File: src/rtl/load_store_unit.sv
// Data-memory initiator: byte/half/word/double loads with sign/zero extension,
// and read-modify-write of the containing doubleword for sub-doubleword stores.
module load_store_unit #(
    parameter int DM_ADDRESS = 9,
    parameter int DATA_W     = 64
) (
    input  logic                  clk,
    input  logic                  rst_n,
    input  logic                  req_valid,
    output logic                  req_ready,
    input  logic                  req_is_store,
    input  logic [2:0]            req_funct3,
    input  logic [DATA_W-1:0]     req_addr,
    input  logic [DATA_W-1:0]     req_wdata,
    output logic                  resp_valid,
    input  logic                  resp_ready,
    output logic [DATA_W-1:0]     resp_rdata,
    output logic                  resp_fault,
    output logic                  MemRead,
    output logic                  MemWrite,
    output logic [DM_ADDRESS-1:0] a,
    output logic [DATA_W-1:0]     wd,
    input  logic [DATA_W-1:0]     rd
);
    typedef enum logic [1:0] {IDLE, RD, WR, RESP} state_t;
    state_t state, state_nx;

    logic                  op_st;
    logic [2:0]            f3;
    logic [2:0]            off;
    logic [DATA_W-1:0]     wdata_q;
    logic                  accept, fault_now;
    logic [DATA_W-1:0]     sh, sz_mask, mask, ld_val, merged;

    logic                  mem_read_nx, mem_write_nx, resp_valid_nx, resp_fault_nx;
    logic [DM_ADDRESS-1:0] a_nx;
    logic [DATA_W-1:0]     wd_nx, resp_rdata_nx;

    // Memory wraps within its own address space; upper address bits are dropped.
    logic unused_hi;
    assign unused_hi = ^req_addr[DATA_W-1:DM_ADDRESS];

    assign req_ready = (state == IDLE);
    assign accept    = req_valid && req_ready;

    always_comb begin
        case (req_funct3[1:0])
            2'b01:   fault_now = req_addr[0];
            2'b10:   fault_now = |req_addr[1:0];
            2'b11:   fault_now = |req_addr[2:0];
            default: fault_now = 1'b0;
        endcase
        if (req_funct3 == 3'b111 || (req_is_store && req_funct3[2]))
            fault_now = 1'b1;
    end

    // Load extraction and store merge both work on the doubleword currently on rd.
    always_comb begin
        sh = rd >> {off, 3'b000};
        case (f3)
            3'b000:  ld_val = {{56{sh[7]}},  sh[7:0]};
            3'b001:  ld_val = {{48{sh[15]}}, sh[15:0]};
            3'b010:  ld_val = {{32{sh[31]}}, sh[31:0]};
            3'b100:  ld_val = {56'b0, sh[7:0]};
            3'b101:  ld_val = {48'b0, sh[15:0]};
            3'b110:  ld_val = {32'b0, sh[31:0]};
            default: ld_val = sh;
        endcase
        case (f3[1:0])
            2'b00:   sz_mask = 64'h0000_0000_0000_00FF;
            2'b01:   sz_mask = 64'h0000_0000_0000_FFFF;
            2'b10:   sz_mask = 64'h0000_0000_FFFF_FFFF;
            default: sz_mask = '1;
        endcase
        mask   = sz_mask << {off, 3'b000};
        merged = (rd & ~mask) | ((wdata_q << {off, 3'b000}) & mask);
    end

    always_ff @(posedge clk or negedge rst_n) begin
        if (!rst_n) state <= IDLE;
        else        state <= state_nx;
    end

    always_comb begin
        state_nx = state;
        case (state)
            IDLE: if (accept) begin
                if (fault_now)                        state_nx = RESP;
                else if (!req_is_store)               state_nx = RD;
                else if (req_funct3[1:0] == 2'b11)    state_nx = WR;
                else                                  state_nx = RD;
            end
            RD:      state_nx = op_st ? WR : RESP;
            WR:      state_nx = RESP;
            RESP:    if (resp_ready) state_nx = IDLE;
            default: state_nx = IDLE;
        endcase
    end

    // Outputs are computed from the next state and registered, so they are glitch-free.
    always_comb begin
        mem_read_nx   = (state_nx == RD);
        mem_write_nx  = (state_nx == WR);
        resp_valid_nx = (state_nx == RESP);
        a_nx          = a;
        wd_nx         = wd;
        resp_rdata_nx = resp_rdata;
        resp_fault_nx = resp_fault;
        if (accept) begin
            a_nx          = req_addr[DM_ADDRESS-1:0];
            resp_rdata_nx = '0;
            resp_fault_nx = fault_now;
            if (!fault_now && req_is_store && req_funct3[1:0] == 2'b11)
                wd_nx = req_wdata;
        end
        if (state == RD) begin
            if (op_st) wd_nx         = merged;
            else       resp_rdata_nx = ld_val;
        end
    end

    always_ff @(posedge clk or negedge rst_n) begin
        if (!rst_n) begin
            op_st   <= 1'b0;
            f3      <= '0;
            off     <= '0;
            wdata_q <= '0;
        end else if (accept) begin
            op_st   <= req_is_store;
            f3      <= req_funct3;
            off     <= req_addr[2:0];
            wdata_q <= req_wdata;
        end
    end

    always_ff @(posedge clk or negedge rst_n) begin
        if (!rst_n) begin
            MemRead    <= 1'b0;
            MemWrite   <= 1'b0;
            a          <= '0;
            wd         <= '0;
            resp_valid <= 1'b0;
            resp_rdata <= '0;
            resp_fault <= 1'b0;
        end else begin
            MemRead    <= mem_read_nx;
            MemWrite   <= mem_write_nx;
            a          <= a_nx;
            wd         <= wd_nx;
            resp_valid <= resp_valid_nx;
            resp_rdata <= resp_rdata_nx;
            resp_fault <= resp_fault_nx;
        end
    end
endmodule
File: config.mk
export PLATFORM = sky130hd
export DESIGN_NAME = load_store_unit
export DESIGN_NICKNAME = d
export VERILOG_FILES = /design/src/rtl/load_store_unit.sv
export SDC_FILE = /design/constraint.sdc
export NUM_CORES = 1
export LEC_CHECK = 0
export BUFFER_PORTS_ARGS = -buffer_cell sky130_fd_sc_hd__clkbuf_2
export CORE_ASPECT_RATIO = 1.2
export CORE_MARGIN = 10
export CORE_UTILIZATION = 48
export DETAILED_ROUTE_END_ITERATION = 16
export PLACE_DENSITY_LB_ADDON = 0.1
export SLEW_MARGIN = 20
export SYNTH_ARGS = -nofsm -noshare
export SYNTH_HDL_FRONTEND = slang
export SYNTH_SLANG_ARGS = --single-unit
File: constraint.sdc
create_clock -name clk -period 2.3 [get_ports clk]
set_clock_uncertainty 0.2 [all_clocks]
set_input_delay 0.46 -clock clk [delete_from_list [all_inputs] [get_ports clk]]
set_output_delay 0.46 -clock clk [all_outputs]
set_load 0.005 [all_outputs]
# [Word-level counts from Yosys, hierarchy flattened]
# Index checks and enable logic that the tools add are counted.
[word_totals] ff_bits=214 input_bits=200
[classes] shift=3 n_mux=18 eq_ne=17 n_reduce_logical=11 bitwise_logic=4
[op_table] cell="$mux W64" n=7
[op_table] cell="$pmux W64 S6" n=1
[op_table] cell="$pmux W64 S3" n=1
[op_table] cell="$and A64 B64 Y64" n=2
[op_table] cell="$shl A64 B6 Y64" n=2
[op_table] cell="$not A64 Y64" n=1
[op_table] cell="$or A64 B64 Y64" n=1
[op_table] cell="$shr A64 B6 Y64" n=1
[op_table] cell="$eq A2 B2 Y1 const B" n=7
[op_table] cell="$eq A3 B3 Y1 const B" n=4
[op_table] cell="$mux W2" n=5
[op_table] cell="$eq A2 B1 Y1 const B" n=4
[op_table] cell="$pmux W2 S4" n=1
[op_table] cell="$logic_and A1 B1 Y1" n=4
[op_table] cell="$logic_not A2 Y1" n=2
[op_table] cell="$eq A3 B1 Y1 const B" n=1
[op_table] cell="$eq A3 B2 Y1 const B" n=1
[op_table] cell="$logic_not A3 Y1" n=1
[op_table] cell="$pmux W1 S3" n=1
[op_table] cell="$reduce_or A3 Y1" n=1
[op_table] cell="$mux W1" n=2
[op_table] cell="$reduce_or A2 Y1" n=1
[op_table] cell="$logic_not A1 Y1" n=1
[op_table] cell="$logic_or A1 B1 Y1" n=1

# [Logic depth before layout (Yosys ltp)]
[logic_depth] depth_word=10 depth_mapped=10

# [Least setup slack after synthesis]
# No wires, ideal clock.
[synth_path] path_kind="reg-to-reg" from="register off[0]" to="register wd[41]" t_arrival_ns=2.088 path_slack_ns=-0.122 path_stages_with_launch=10 synth_period_minus_slack_ns=2.422 cell_sequence="dfrtp_1 > buf_2 > buf_4 > buf_2 > buf_2 > buf_2 > mux2i_1 > o221ai_1 > o211ai_1 > o21ai_0"
[synth_via] elab_chain_cells=6 elab_cells_between_ends=8 classes_between="shift (2); mux (2); bitwise (4)"
[synth_lines] item="from (decl)" line="30" source="logic [2:0] off;"
[synth_lines] item="from (signal assigned)" line="131" source="off <= req_addr[2:0];"
[synth_lines] item="$shl A64 B6 Y64" line="75" source="mask = sz_mask << {off, 3'b000};"
[synth_lines] item="$not A64 Y64" line="76" source="merged = (rd & ~mask) | ((wdata_q << {off, 3'b000}) & mask);"
[synth_lines] item="$and A64 B64 Y64" line="76"
[synth_lines] item="$or A64 B64 Y64 (*)" line="76"
[synth_lines] item="$mux W64 (*)" line="117" source="if (op_st) wd_nx = merged;"
[synth_lines] item="$mux W64 (*)" line="116" source="if (state == RD) begin"
[synth_lines] item="net wd_nx[41]" line="37" source="logic [DATA_W-1:0] wd_nx, resp_rdata_nx;"
[synth_lines] item="to (signal assigned)" line="149" source="wd <= wd_nx;"
[synth_lines] item="to (decl)" line="22" source="output logic [DATA_W-1:0] wd,"
# Mark *: on every way through the listed nets, which the timed path passes. The rest lies on a longest branch.
# A chain may end at the register's enable or synchronous reset.

# [Final worst setup path]
[layout_path] from="register off[1]" to="register resp_rdata[20]"
[layout_via] elab_chain_cells=4
[layout_lines] item="$shr A64 B6 Y64" line="59" source="sh = rd >> {off, 3'b000};"
[layout_lines] item="$pmux W64 S6" line="60" source="case (f3)"
[layout_lines] item="$mux W64" line="117"
[layout_lines] item="$mux W64" line="116"
[layout_lines] item="net resp_rdata_nx[20]" line="37"
[layout_lines] item="to (signal assigned)" line="151" source="resp_rdata <= resp_rdata_nx;"
[layout_lines] item="to (decl)" line="17" source="output logic [DATA_W-1:0] resp_rdata,"
# The timed path passes the listed nets, and every way through them passes these cells.

==> metrics <==
main combinational cell family by area after synthesis=multiplexers; hold slack=0.0150 ns; Worst path depth=7; yosys warns=0; Top Metal Used=met5; Adder-Cell Fraction of Synth Area=0%; Least-Margin Pin Slew=slightly below 0.8 ns; asr flop ratio synth=100%; slowest CP cell=dfrtp_4; syn_nets=about 1,600; final core occ=between 60% and 70%; Post-DRT Antenna Nets=0; Die Y=198 um; Yosys reg bits=roughly 210; PortBufs=between 200 and 300; Initial Util=about half; Max-slew headroom=around 49%; fin crit share=108%; dpl cells=roughly 2,000; clock tree buffer depth=3; post-synth top area cell=dfrtp_1; failing checks=negative setup slack; Die W=approximately 170 um; slowest stage delay, CP=about 0.53 ns; Core Rows=between 60 and 70; MaxCap Viol Count=0; mux cell area share after synthesis=between 10% and 20%; M1 wire length=a little over 20,000 um; drt total wl=54,800 um; VDD IR max=about 0.00083 V; CTS H-tree depth=1; Setup crit end=resp_rdata[20]; minimum clock period=2.49 ns; worst slack, placed=-0.222 ns; GPL Wtd Cong=slightly below 1; Final WS setup=-0.193 ns; P_leak=between 8 and 9 nW; metal3 WL=~4400 um; first-iteration detailed-routing DRC count=1,124; max-slew violations=0; share of the synthesized area in the top cell type=a little over two fifths; syn avg cell area=9.01 um^2; critical path arrival=between 2 and 3 ns; R2R Path Start=off[1]; vias in the first global route=around 13,000; post-synthesis simple-gate area fraction=around 18%; Syn Inst Count=roughly 1,400; critical path type=reg -> reg; largest net degree at the start of global routing=slightly below 70; status=complete, but fails checks; Via density=6.07; XOR/XNOR Fraction of Synth Area=0%; I/O pin cnt=342; drc violations=0; Syn-to-layout area delta=35.0%; Reg2Reg Capture Point=resp_rdata[20]; DR WL/cell=25.3 um; Placeable Area=around 26,000 um^2; met2 wire len=between 20,000 and 30,000 um; final std cells w/o fill=around 2,200; via count=13,100; clk_lat worst skew=around 0.53 ns; post-synth cell types=between 50 and 60; Worst Path Required=2.57 ns; commonest non-fill, non-tap cell in the layout=nand2_1; Buf/Inv on CP=2; PwrDens=about 1400 nW/um^2; worst-path cell chain=mux2i_1, mux4_2, or4_4, buf_12, buf_4, nand3_1, a22o_1; Pwr Total=24.6 mW; TritonCTS clock tree=built; fmax=about 400 MHz; worst hold path type=in -> reg; crit-path leading delay family=multiplexers; CP startpoint=off[1]; layout cells sized above 1=33.8%; ranking of synthesized cells by area=dfrtp_1 (42%), nand2_1 (13%), mux2i_1 (10%); Synth Area in Compound Gates=approximately 17%; total gr overflow=0; Pre-Repair DR Iteration Count=5; antenna violations before repair=2; clock-pin transition on the worst setup and hold timing paths=about 0.07 ns; total global-route track usage=between 30% and 40%; first-pass GRT wire length=a little over 80,000 um; CP Capture Type=register; synthesized area=12,600 um^2; register area share after synthesis=41.8%; dpl hpwl=40,700 um; RSZ-0062 raised after global routing=yes; CP Launch Type=register; Root Buffer=clkbuf_16; Worst R2R Setup Slack=-0.19 ns; CTS sink count=roughly 210; most frequent cells in the layout=nand2_1 (423), clkbuf_2 (285), dfrtp_1 (208); total CTS buffers=23; die area=approximately 33,000 um^2; # nets final=approximately 2,000; Final setup viols=between 60 and 70; hold violation count in the final report=0; Post-synth EDFFs=0; crit path max fanout=7; top_reg_cell synth=dfrtp_1; Reg2Reg Depth=7
synth_stat cells, drive strengths merged (4+ instances only):
cell type  number
nand2         425
dfrtp         211
a21oi         128
mux2i         126
clkbuf         73
o21ai          63
buf            43
mux2           37
nor2           37
and3           32
mux4           31
o22ai          23
a31oi          18
o2bb2ai        16
a211oi         14
nand3          13
a221oi         10
a22o            9
nor2b           9
o211ai          9
a2bb2oi         8
a221o           7
a22oi           7
a31o            7
nand2b          6
o221ai          5
inv             4
o211a           4
stage by stage:
step           setup TNS, ns  instance area [um^2]
6_report               -8.25                 17000
5_1_grt               -11.08                 17000
4_1_cts                -7.62                 16900
3_5_place_dp          -10.46                 15300
3_3_place_gp          -10.71                 15300
2_1_floorplan          -1.89                 12600
worst min-delay path, stage by stage:
cell and delay [ns]:
clkbuf_2 0.11, nand2_1 0.07, nand2_1 0.06
repair_timing:
| item | CTS | global route |
|---|---|---|
| hold buffers | 73 | 0 |
| setup endpoints to repair | 88 | 103 |
| endpoints found under the hold margin | 118 | 0 |
| pin swaps | 1 | 1 |
| buffers inserted | 3 | 3 |
| gates cloned | 1 | 0 |
| resized for setup | 26 | 29 |
cell type report:
type                            instances  area, um^2
Antenna cell                            1        2.50
Clock buffer                           32         669
Clock inverter                         10        86.3
Fill cell                            2198        8660
Inverter                                4        15.0
Multi-Input combinational cell       1070        7030
Sequential cell                       211        5290
Tap cell                              330         413
Timing Repair Buffer                  504        3530
worst min-delay path by stage:
stage               cells after the start  slack [ns]     startpoint     endpoint
floorplan                               0       -0.04          rst_n      MemRead
global placement                        1        0.23          rst_n         a[8]
detailed placement                      1        0.24          rst_n      MemRead
CTS                                     3       0.006  req_wdata[42]  wdata_q[42]
global route                            3       0.007  req_wdata[42]  wdata_q[42]
finish                                  3        0.02  req_wdata[23]  wdata_q[23]
power by group:
group	internal [mW]	switching (mW)
Sequential	5.43	1.55
Clock	2.15	1.59
Combinational	6.32	7.56
Total	13.9	10.7
logic make-up after synthesis:
| family | count (synthesis) |
|---|---|
| buffers and inverters | 120 |
| AO/OA/AOI/OAI | 334 |
| flip-flops | 211 |
| multiplexers | 194 |
| AND/OR/NAND/NOR | 542 |
routing by layer:
metal | up-vias | GRT usage, %
met4 | 2 | 16.3
met5 | - | 0
li1 | 5806 | -
met2 | 692 | 52.4
met1 | 6446 | 38.2
met3 | 173 | 6.11
state kept, by name, indices dropped and copies added, names as in the netlist:
| signal | cells |
|---|---|
| wdata_q | 64 |
| op_st | 1 |
| off | 2 |
| resp_rdata | 64 |
| MemRead | 1 |
| resp_fault | 1 |
| a | 7 |
| wd | 64 |
| resp_valid | 1 |
| MemWrite | 1 |
| f3 | 3 |
| state | 2 |
No activity file was read; power rests on OpenSTA's default activity.
